<file path="src/rtl/msg_burst_writer.sv">
// msg_burst_writer: packs message nibbles into 32-bit words
// and writes them to memory as AXI4 INCR write bursts.
module msg_burst_writer #(
  parameter int BURST_LEN  = 16,
  parameter int FIFO_DEPTH = 32,
  parameter int ADDR_WIDTH = 32
) (
  input  logic                  axi_clk,
  input  logic                  axi_resetn,
  input  logic                  begin_writing,
  input  logic [ADDR_WIDTH-1:0] msg_baddr,
  input  logic                  msg_valid,
  input  logic [3:0]            msg_bits,
  input  logic                  msg_last,
  output logic                  msg_ready,
  output logic [ADDR_WIDTH-1:0] m00_axi_awaddr,
  output logic [7:0]            m00_axi_awlen,
  output logic [2:0]            m00_axi_awsize,
  output logic [1:0]            m00_axi_awburst,
  output logic                  m00_axi_awvalid,
  input  logic                  m00_axi_awready,
  output logic [31:0]           m00_axi_wdata,
  output logic [3:0]            m00_axi_wstrb,
  output logic                  m00_axi_wlast,
  output logic                  m00_axi_wvalid,
  input  logic                  m00_axi_wready,
  input  logic [1:0]            m00_axi_bresp,
  input  logic                  m00_axi_bvalid,
  output logic                  m00_axi_bready,
  output logic [15:0]           words_written,
  output logic                  write_done,
  output logic                  m00_axi_error
);

  localparam int PW = $clog2(FIFO_DEPTH);
  localparam int CW = PW + 1;

  typedef enum logic [2:0] {
    IDLE,
    AW,
    W,
    B,
    FINISH
  } state_t;

  state_t                state;
  logic                  armed;
  logic                  last_seen;
  logic [2:0]            nib_cnt;
  logic [31:0]           word_q;
  logic [31:0]           push_data;
  logic                  start;
  logic                  accept;
  logic                  push;
  logic                  pop;
  logic                  pack_idle;
  logic [31:0]           mem [FIFO_DEPTH];
  logic [PW-1:0]         wr_ptr;
  logic [PW-1:0]         rd_ptr;
  logic [CW-1:0]         fifo_count;
  logic                  fifo_full;
  logic [ADDR_WIDTH-1:0] cur_addr;
  logic [8:0]            len_q;
  logic [8:0]            beat_q;
  logic [8:0]            burst_len;
  logic [16:0]           ww_sum;
  logic                  go_burst;
  logic                  go_finish;
  logic                  wvalid_q;
  logic                  unused_bits;

  assign unused_bits = ^msg_baddr[1:0];

  assign m00_axi_awsize  = 3'b010;
  assign m00_axi_awburst = 2'b01;
  assign m00_axi_wstrb   = 4'hF;

  assign start     = begin_writing && !armed;
  assign fifo_full = fifo_count == CW'(FIFO_DEPTH);
  assign msg_ready = armed && !last_seen && !fifo_full;
  assign accept    = msg_valid && msg_ready;
  assign push      = accept && (nib_cnt == 3'd7 || msg_last);
  assign pack_idle = nib_cnt == 3'd0;
  assign pop       = wvalid_q && m00_axi_wready;

  assign m00_axi_wvalid = wvalid_q;
  assign m00_axi_wlast  = wvalid_q && (beat_q == len_q - 9'd1);
  assign m00_axi_wdata  = wvalid_q ? mem[rd_ptr] : '0;

  // word being assembled with the incoming nibble dropped in
  always_comb begin
    push_data = word_q;
    push_data[{nib_cnt, 2'b00} +: 4] = msg_bits;
  end

  // burst length and burst/finish decisions
  always_comb begin
    if (fifo_count >= CW'(BURST_LEN))
      burst_len = 9'(BURST_LEN);
    else
      burst_len = 9'(fifo_count);
    go_burst  = armed &&
                (fifo_count >= CW'(BURST_LEN) ||
                 (last_seen && fifo_count != '0 && pack_idle));
    go_finish = armed && last_seen &&
                fifo_count == '0 && pack_idle;
    ww_sum    = {1'b0, words_written} + 17'(len_q);
  end

  // nibble packer; partial words stay zero above the last nibble
  always_ff @(posedge axi_clk or negedge axi_resetn) begin
    if (!axi_resetn) begin
      word_q    <= '0;
      nib_cnt   <= '0;
      last_seen <= 1'b0;
    end else if (start) begin
      word_q    <= '0;
      nib_cnt   <= '0;
      last_seen <= 1'b0;
    end else if (accept) begin
      if (push) begin
        word_q  <= '0;
        nib_cnt <= '0;
      end else begin
        word_q  <= push_data;
        nib_cnt <= nib_cnt + 3'd1;
      end
      if (msg_last)
        last_seen <= 1'b1;
    end
  end

  // word storage; contents are don't-care until pushed
  always_ff @(posedge axi_clk) begin
    if (push)
      mem[wr_ptr] <= push_data;
  end

  // FIFO pointers and occupancy
  always_ff @(posedge axi_clk or negedge axi_resetn) begin
    if (!axi_resetn) begin
      wr_ptr     <= '0;
      rd_ptr     <= '0;
      fifo_count <= '0;
    end else begin
      if (push)
        wr_ptr <= wr_ptr + PW'(1);
      if (pop)
        rd_ptr <= rd_ptr + PW'(1);
      case ({push, pop})
        2'b10:   fifo_count <= fifo_count + CW'(1);
        2'b01:   fifo_count <= fifo_count - CW'(1);
        default: fifo_count <= fifo_count;
      endcase
    end
  end

  // arming and the AW -> W -> B burst sequencer
  always_ff @(posedge axi_clk or negedge axi_resetn) begin
    if (!axi_resetn) begin
      state           <= IDLE;
      armed           <= 1'b0;
      cur_addr        <= '0;
      len_q           <= '0;
      beat_q          <= '0;
      m00_axi_awaddr  <= '0;
      m00_axi_awlen   <= '0;
      m00_axi_awvalid <= 1'b0;
      wvalid_q        <= 1'b0;
      m00_axi_bready  <= 1'b0;
      words_written   <= '0;
      write_done      <= 1'b0;
      m00_axi_error   <= 1'b0;
    end else begin
      write_done <= 1'b0;
      if (start) begin
        armed         <= 1'b1;
        cur_addr      <= {msg_baddr[ADDR_WIDTH-1:2], 2'b00};
        words_written <= '0;
        m00_axi_error <= 1'b0;
      end
      unique case (state)
        IDLE: begin
          if (go_burst) begin
            len_q           <= burst_len;
            m00_axi_awaddr  <= cur_addr;
            m00_axi_awlen   <= 8'(burst_len - 9'd1);
            m00_axi_awvalid <= 1'b1;
            state           <= AW;
          end else if (go_finish) begin
            state <= FINISH;
          end
        end
        AW: begin
          if (m00_axi_awready) begin
            m00_axi_awvalid <= 1'b0;
            wvalid_q        <= 1'b1;
            beat_q          <= '0;
            state           <= W;
          end
        end
        W: begin
          if (m00_axi_wready) begin
            beat_q <= beat_q + 9'd1;
            if (m00_axi_wlast) begin
              wvalid_q       <= 1'b0;
              m00_axi_bready <= 1'b1;
              state          <= B;
            end
          end
        end
        B: begin
          if (m00_axi_bvalid) begin
            m00_axi_bready <= 1'b0;
            words_written  <= ww_sum[16] ? 16'hFFFF : ww_sum[15:0];
            cur_addr       <= cur_addr + (ADDR_WIDTH'(len_q) << 2);
            if (m00_axi_bresp != 2'b00)
              m00_axi_error <= 1'b1;
            state <= IDLE;
          end
        end
        FINISH: begin
          write_done <= 1'b1;
          armed      <= 1'b0;
          state      <= IDLE;
        end
        default: state <= IDLE;
      endcase
    end
  end

endmodule

</file>
<file path="config.mk">
export PLATFORM = sky130hd
export DESIGN_NAME = msg_burst_writer
export DESIGN_NICKNAME = d
export VERILOG_FILES = /design/src/rtl/msg_burst_writer.sv
export SDC_FILE = /design/constraint.sdc
export NUM_CORES = 1
export LEC_CHECK = 0
export ABC_CLOCK_PERIOD_IN_PS = 4900
export CELL_PAD_IN_SITES_DETAIL_PLACEMENT = 0
export CELL_PAD_IN_SITES_GLOBAL_PLACEMENT = 1
export CORE_ASPECT_RATIO = 1.1
export CORE_UTILIZATION = 50
export DETAILED_ROUTE_END_ITERATION = 12
export GPL_ROUTABILITY_DRIVEN = 1
export PLACE_DENSITY = 0.71
export SKIP_CTS_REPAIR_TIMING = 1
export SLEW_MARGIN = 20
export SYNTH_ARGS = -nofsm -noshare
export SYNTH_HDL_FRONTEND = slang
export SYNTH_SLANG_ARGS = --single-unit
</file>
<file path="constraint.sdc">
create_clock -name axi_clk -period 4.9 [get_ports axi_clk]
set_input_delay 0.49 -clock axi_clk [delete_from_list [all_inputs] [get_ports axi_clk]]
set_output_delay 0.49 -clock axi_clk [all_outputs]
set_load 0.03 [all_outputs]
</file>
# Word-level counts from Yosys, hierarchy flattened
# Memories as Yosys holds them, arrays and structs flattened.
# Index checks and enable logic that the tools add are counted.
# totals
ff_bits,167
ramBits,1024
input_bits,46
n_memories,1
# mem_list
memory,words,word_bits,rd,rd_clocked_by_memory_dff,write_ports,line_no,text
mem,32,32,1,0,1,57,logic [31:0] mem [FIFO_DEPTH];
# classes
n_mux,50
order_cmp,1
add_sub_neg,11
eq_ne,15
n_reduce_logical,37
n_shift,2
# ops
operator,count
32-bit 2-to-1 mux,7
16-bit 2-to-1 mux,4
32-bit by 11-bit adder with 32-bit output,1
32-bit bitwise mux,1
4-bit by 7-bit variable shift with 32-bit output (first input constant),1
4-bit by 7-bit indexed part select with 32-bit output,1
3-bit 2-to-1 mux,9
1-bit 2-to-1 mux,20
9-bit 2-to-1 mux,2
9-bit case mux with 2 select lines,1
16-bit by 9-bit adder with 17-bit output,1
2-bit nonzero test,8
1-bit logical AND,13
3-bit case mux with 4 select lines,1
6-bit case mux with 2 select lines,1
5-bit by 1-bit adder with 5-bit output (second input constant),2
2-bit != test (second input constant),5
9-bit by 1-bit adder with 9-bit output (second input constant),1
9-bit equality test,1
9-bit by 1-bit subtractor with 9-bit output (second input constant),1
4-bit AND reduction,2
8-bit by 1-bit subtractor with 8-bit output (second input constant),1
5-bit negator with 7-bit output,1
6-bit by 1-bit adder with 6-bit output (second input constant),1
20 further kinds,30

# Longest topological paths before layout
# logic_depth
word_depth,8
ltp_mapped,15

# Least setup slack after synthesis
# OpenSTA, ideal clock, no wires.
# synth_timing
path_kind,register to register
start,register nib_cnt[0]
end,memory mem[4][0] (enable)
arrival_time_ns,3.678
n_path_buf,1
stages_incl_launch_ff,8
path_slack_ns,0.761
cell_sequence,dfrtp_1 -> ha_1 -> ha_1 -> nor2_1 -> nor2_1 -> buf_2 -> nand3_1 -> nor3_1
# synth_via
elab_chain_cells,5
# synth_rtl
item,line_no,text
start: declaration,49,logic [2:0] nib_cnt;
start signal: assignment,126,nib_cnt <= nib_cnt + 3'd1;
3-bit equality test,82,assign push = accept && (nib_cnt == 3'd7 || msg_last);
1-bit logical OR,82,
1-bit logical AND,82,
1-bit 2-to-1 mux,135,if (push)
1-bit 2-to-1 mux (not written as such),136,mem[wr_ptr] <= push_data;
end: declaration,57,
# No other way between the ends.

# Worst setup path in the final report
# layout_timing
start,register rd_ptr[0]
end,output port m00_axi_wdata[21]
# layout_via
elab_chain_cells,2
# layout_rtl
item,line_no,text
start: declaration,59,logic [PW-1:0] rd_ptr;
start signal: assignment,149,rd_ptr <= rd_ptr + PW'(1);
memory read 32 x 32 bit,--,
32-bit 2-to-1 mux,88,assign m00_axi_wdata = wvalid_q ? mem[rd_ptr] : '0;
end: declaration,22,"output logic [31:0] m00_axi_wdata,"
# No other way between the ends.

==> results_dict.tcl <==
set metrics [dict create \
    crit_path_cell_trace "buf_12, buf_4, mux4_2, a22o_1, a221oi_1, o22ai_1, clkdlybuf4s50_1" \
    crit_fanout 17 \
    status "finished, final reports clean" \
    yosys_warnings 0 \
    slowest_stage "clkdlybuf4s50_1" \
    cts_tree "done" \
    synthDominantCellAreaShare_pct 65.1 \
    cts_sinks 1188 \
    syn_avg_cell_area_um2 18.9 \
    rsz0062_at_grt "no" \
    ant_nets 0 \
    fmax_ghz 0.223 \
    finalMaxSlewViolations 0 \
    place_congestion 0.821 \
    synthesis.instances 2496 \
    grt_overflow 0 \
    nets 2771 \
    synth-seq-area-share_pct 73.8 \
    start_util_pct 50.7 \
    grt_use_total_pct 24.4 \
    yosys-top-cells-area "edfxtp_1 (65%), mux4_2 (12%), dfrtp_1 (8.7%), a22o_1 (1.8%), nand2_1 (1.4%)" \
    layout_min_cycle_time_ns 4.48 \
    cts_root_buffer "clkbuf_16" \
    via_per_inst 6.23 \
    dp.final_hpwl_um 64800 \
    port-buffer-count 138 \
    cap_viol_max_count 0 \
    arrival_ns 3.99 \
    drive_above_1_share_pct 21.3 \
    grt_max_degree 77 \
    synth_area_um2 47200 \
    die_w_um 295 \
    worst_slack_ns 0.416 \
    power.density_nw_per_um2 567 \
    die-height_um 324 \
    via_count 25200 \
    synthArstFlopShare_pct 13.8 \
    grt_pass1_vias 25800 \
    hold_class "input pin to async pin" \
    end_kind "output pin" \
    utilization_pct 58.7 \
    cts_made_buffers 114 \
    startpoint_type "register" \
    nFillCells 6857 \
    synth_largest_area_cell "edfxtp_1" \
    placed_area_um2 50800 \
    path_delay_family "buffers and inverters" \
    tightest_slew_ns 1.08 \
    ys.flop_type "edfxtp_1" \
    finalSetupViolations 0 \
    ioPinCount 150 \
    finClkSkew_ns 0.0226 \
    grt_pass1_wl_um 170000 \
    antenna_found_initial 4 \
    crit_buf_inv 3 \
    synth_edf_count 1024 \
    fin_area_um2 54700 \
    h-tree-depth 3 \
    first_iter_violations 2562 \
    drt_wl_total_um 115000 \
    core_um2 93100 \
    p_leak_nw 18.3 \
    setup_tns_ns 0 \
    p_total_mw 31.0 \
    period_share_pct 91.5 \
    synth-seq-cells 1188 \
    clk_pin_slew_worst_paths_ns 0.06 \
    critPathMaxStageDelay_ns 0.69 \
    area_growth_pct 15.7 \
    peakVddDrop_uv 385 \
    wl_per_cell_um 28.4 \
    drc 0 \
    required_ns 4.41 \
    yosysUniqueCellTypes 74 \
    crit_type "register to output pin" \
    final-hold-violation-count 0 \
    cts.path.max_buffers 3 \
    dr.pass1.iters 6 \
    max_slew_margin_pct 27.5 \
    dp_slack_ns 1.10 \
    clock_latency_ns 0.71 \
    die_area_um2 95700 \
    num_rows 117 \
]
placed cells by master (no fill, tap or decap), types with 10 or more instances in the layout:
master,instances
clkinv_1,23
a221oi_1,66
nor2_1,62
a22o_1,99
bufinv_16,13
nor3_1,15
clkdlybuf4s50_1,137
dfrtp_1,162
xnor2_1,19
nand2_1,169
a211oi_1,26
buf_4,50
clkinv_2,27
clkbuf_1,18
nand4_1,14
xor2_1,16
and2_1,10
clkbuf_16,119
nand3_1,29
and3_1,25
a21oi_1,32
edfxtp_1,1024
o211ai_1,10
mux4_2,256
mux2_2,31
inv_1,22
nor2_4,29
buf_12,33
ha_1,29
o21ai_0,33
o22ai_1,34
a31oi_1,14
registers in the layout (all words and copies together), names as in the netlist:
register / cells
armed: 1
cur_addr: 32
m00_axi_awvalid: 1
m00_axi_awaddr: 32
write_done: 1
nib_cnt: 3
state: 3
m00_axi_bready: 1
beat_q: 9
mem: 1024
m00_axi_awlen: 8
fifo_count: 6
rd_ptr: 5
m00_axi_error: 1
words_written: 16
len_q: 6
wr_ptr: 5
word_q: 32
m00_axi_wvalid: 1
last_seen: 1
cell type report:
type,instances,area [µm²],share of cell area [%]
Tap cell,1249,1560,2.86
Clock inverter,74,724,1.33
Sequential cell,1188,34900,63.8
Clock buffer,140,3090,5.65
Timing Repair Buffer,222,2430,4.44
Inverter,22,82.6,0.151
Antenna cell,1,2.50,0.00458
Multi-Input combinational cell,1146,11900,21.8
cells in the mapped netlist (29+ instances only):
cell type,count
nand2_1,170
a221oi_1,66
buf_2,40
ha_1,29
nor2_1,91
mux4_2,256
o21ai_0,35
o22ai_1,34
edfxtp_1,1024
nand3_1,29
a22o_1,99
a21oi_1,32
dfrtp_1,164
mux2_2,31
clkbuf_1,79
metal layers:
metal | up-vias | GRT usage (%) | part of all wire [%]
met5 | - | 0 | 0.027
met4 | 4 | 6.43 | 2.0
met3 | 153 | 4.19 | 7.9
met2 | 1059 | 39.3 | 49
met1 | 13300 | 34.9 | 41
li1 | 10700 | - | -
final timing paths:
path	from	end	slack [ns]	cells past startpoint
max	rd_ptr[0]	m00_axi_wdata[21]	0.42	7
min reg2reg	m00_axi_awaddr[10]	m00_axi_awaddr[10]	0.47	2
min	axi_resetn	m00_axi_awlen[4]	0.33	2
max reg2reg	fifo_count[2]	fifo_count[5]	1.27	11
max in group asynchronous	axi_resetn	word_q[22]	3.37	3
min in group axi_clk	msg_baddr[20]	cur_addr[20]	0.36	3
report_power, final:
group	internal (mW)	total, mW	leakage [nW]	switching [mW]
clock	5.15	8.92	1.87	3.76
combinational	4.05	9.67	5.02	5.62
sequential	11.8	12.4	11.4	0.621
through the flow:
| stage | hold WS (ns) | cells |
|---|---|---|
| final | 0.333 | 4042 |
| after floorplan | 0.194 | 2503 |
| after global routing | 0.361 | 4041 |
| after detailed placement | 0.460 | 3826 |
| after CTS | -0.204 | 4040 |
| after global placement | 0.454 | 3826 |
cells by family (layout without fill, tap and decap cells):
kind of cell | Yosys count | in the layout | share of synthesized area, %
buffers and inverters | 169 | 458 | 1.69
muxes | 292 | 292 | 13.0
adders and majority gates | 31 | 31 | 0.853
other | 2 | 10 | 0.0159
AOI/OAI and AO/OA | 366 | 366 | 5.89
xor gates and xnor gates | 35 | 35 | 0.649
DFF | 1188 | 1188 | 73.8
and+or+nand+nor | 413 | 413 | 4.08
No activity file was read; power rests on OpenSTA's default activity.
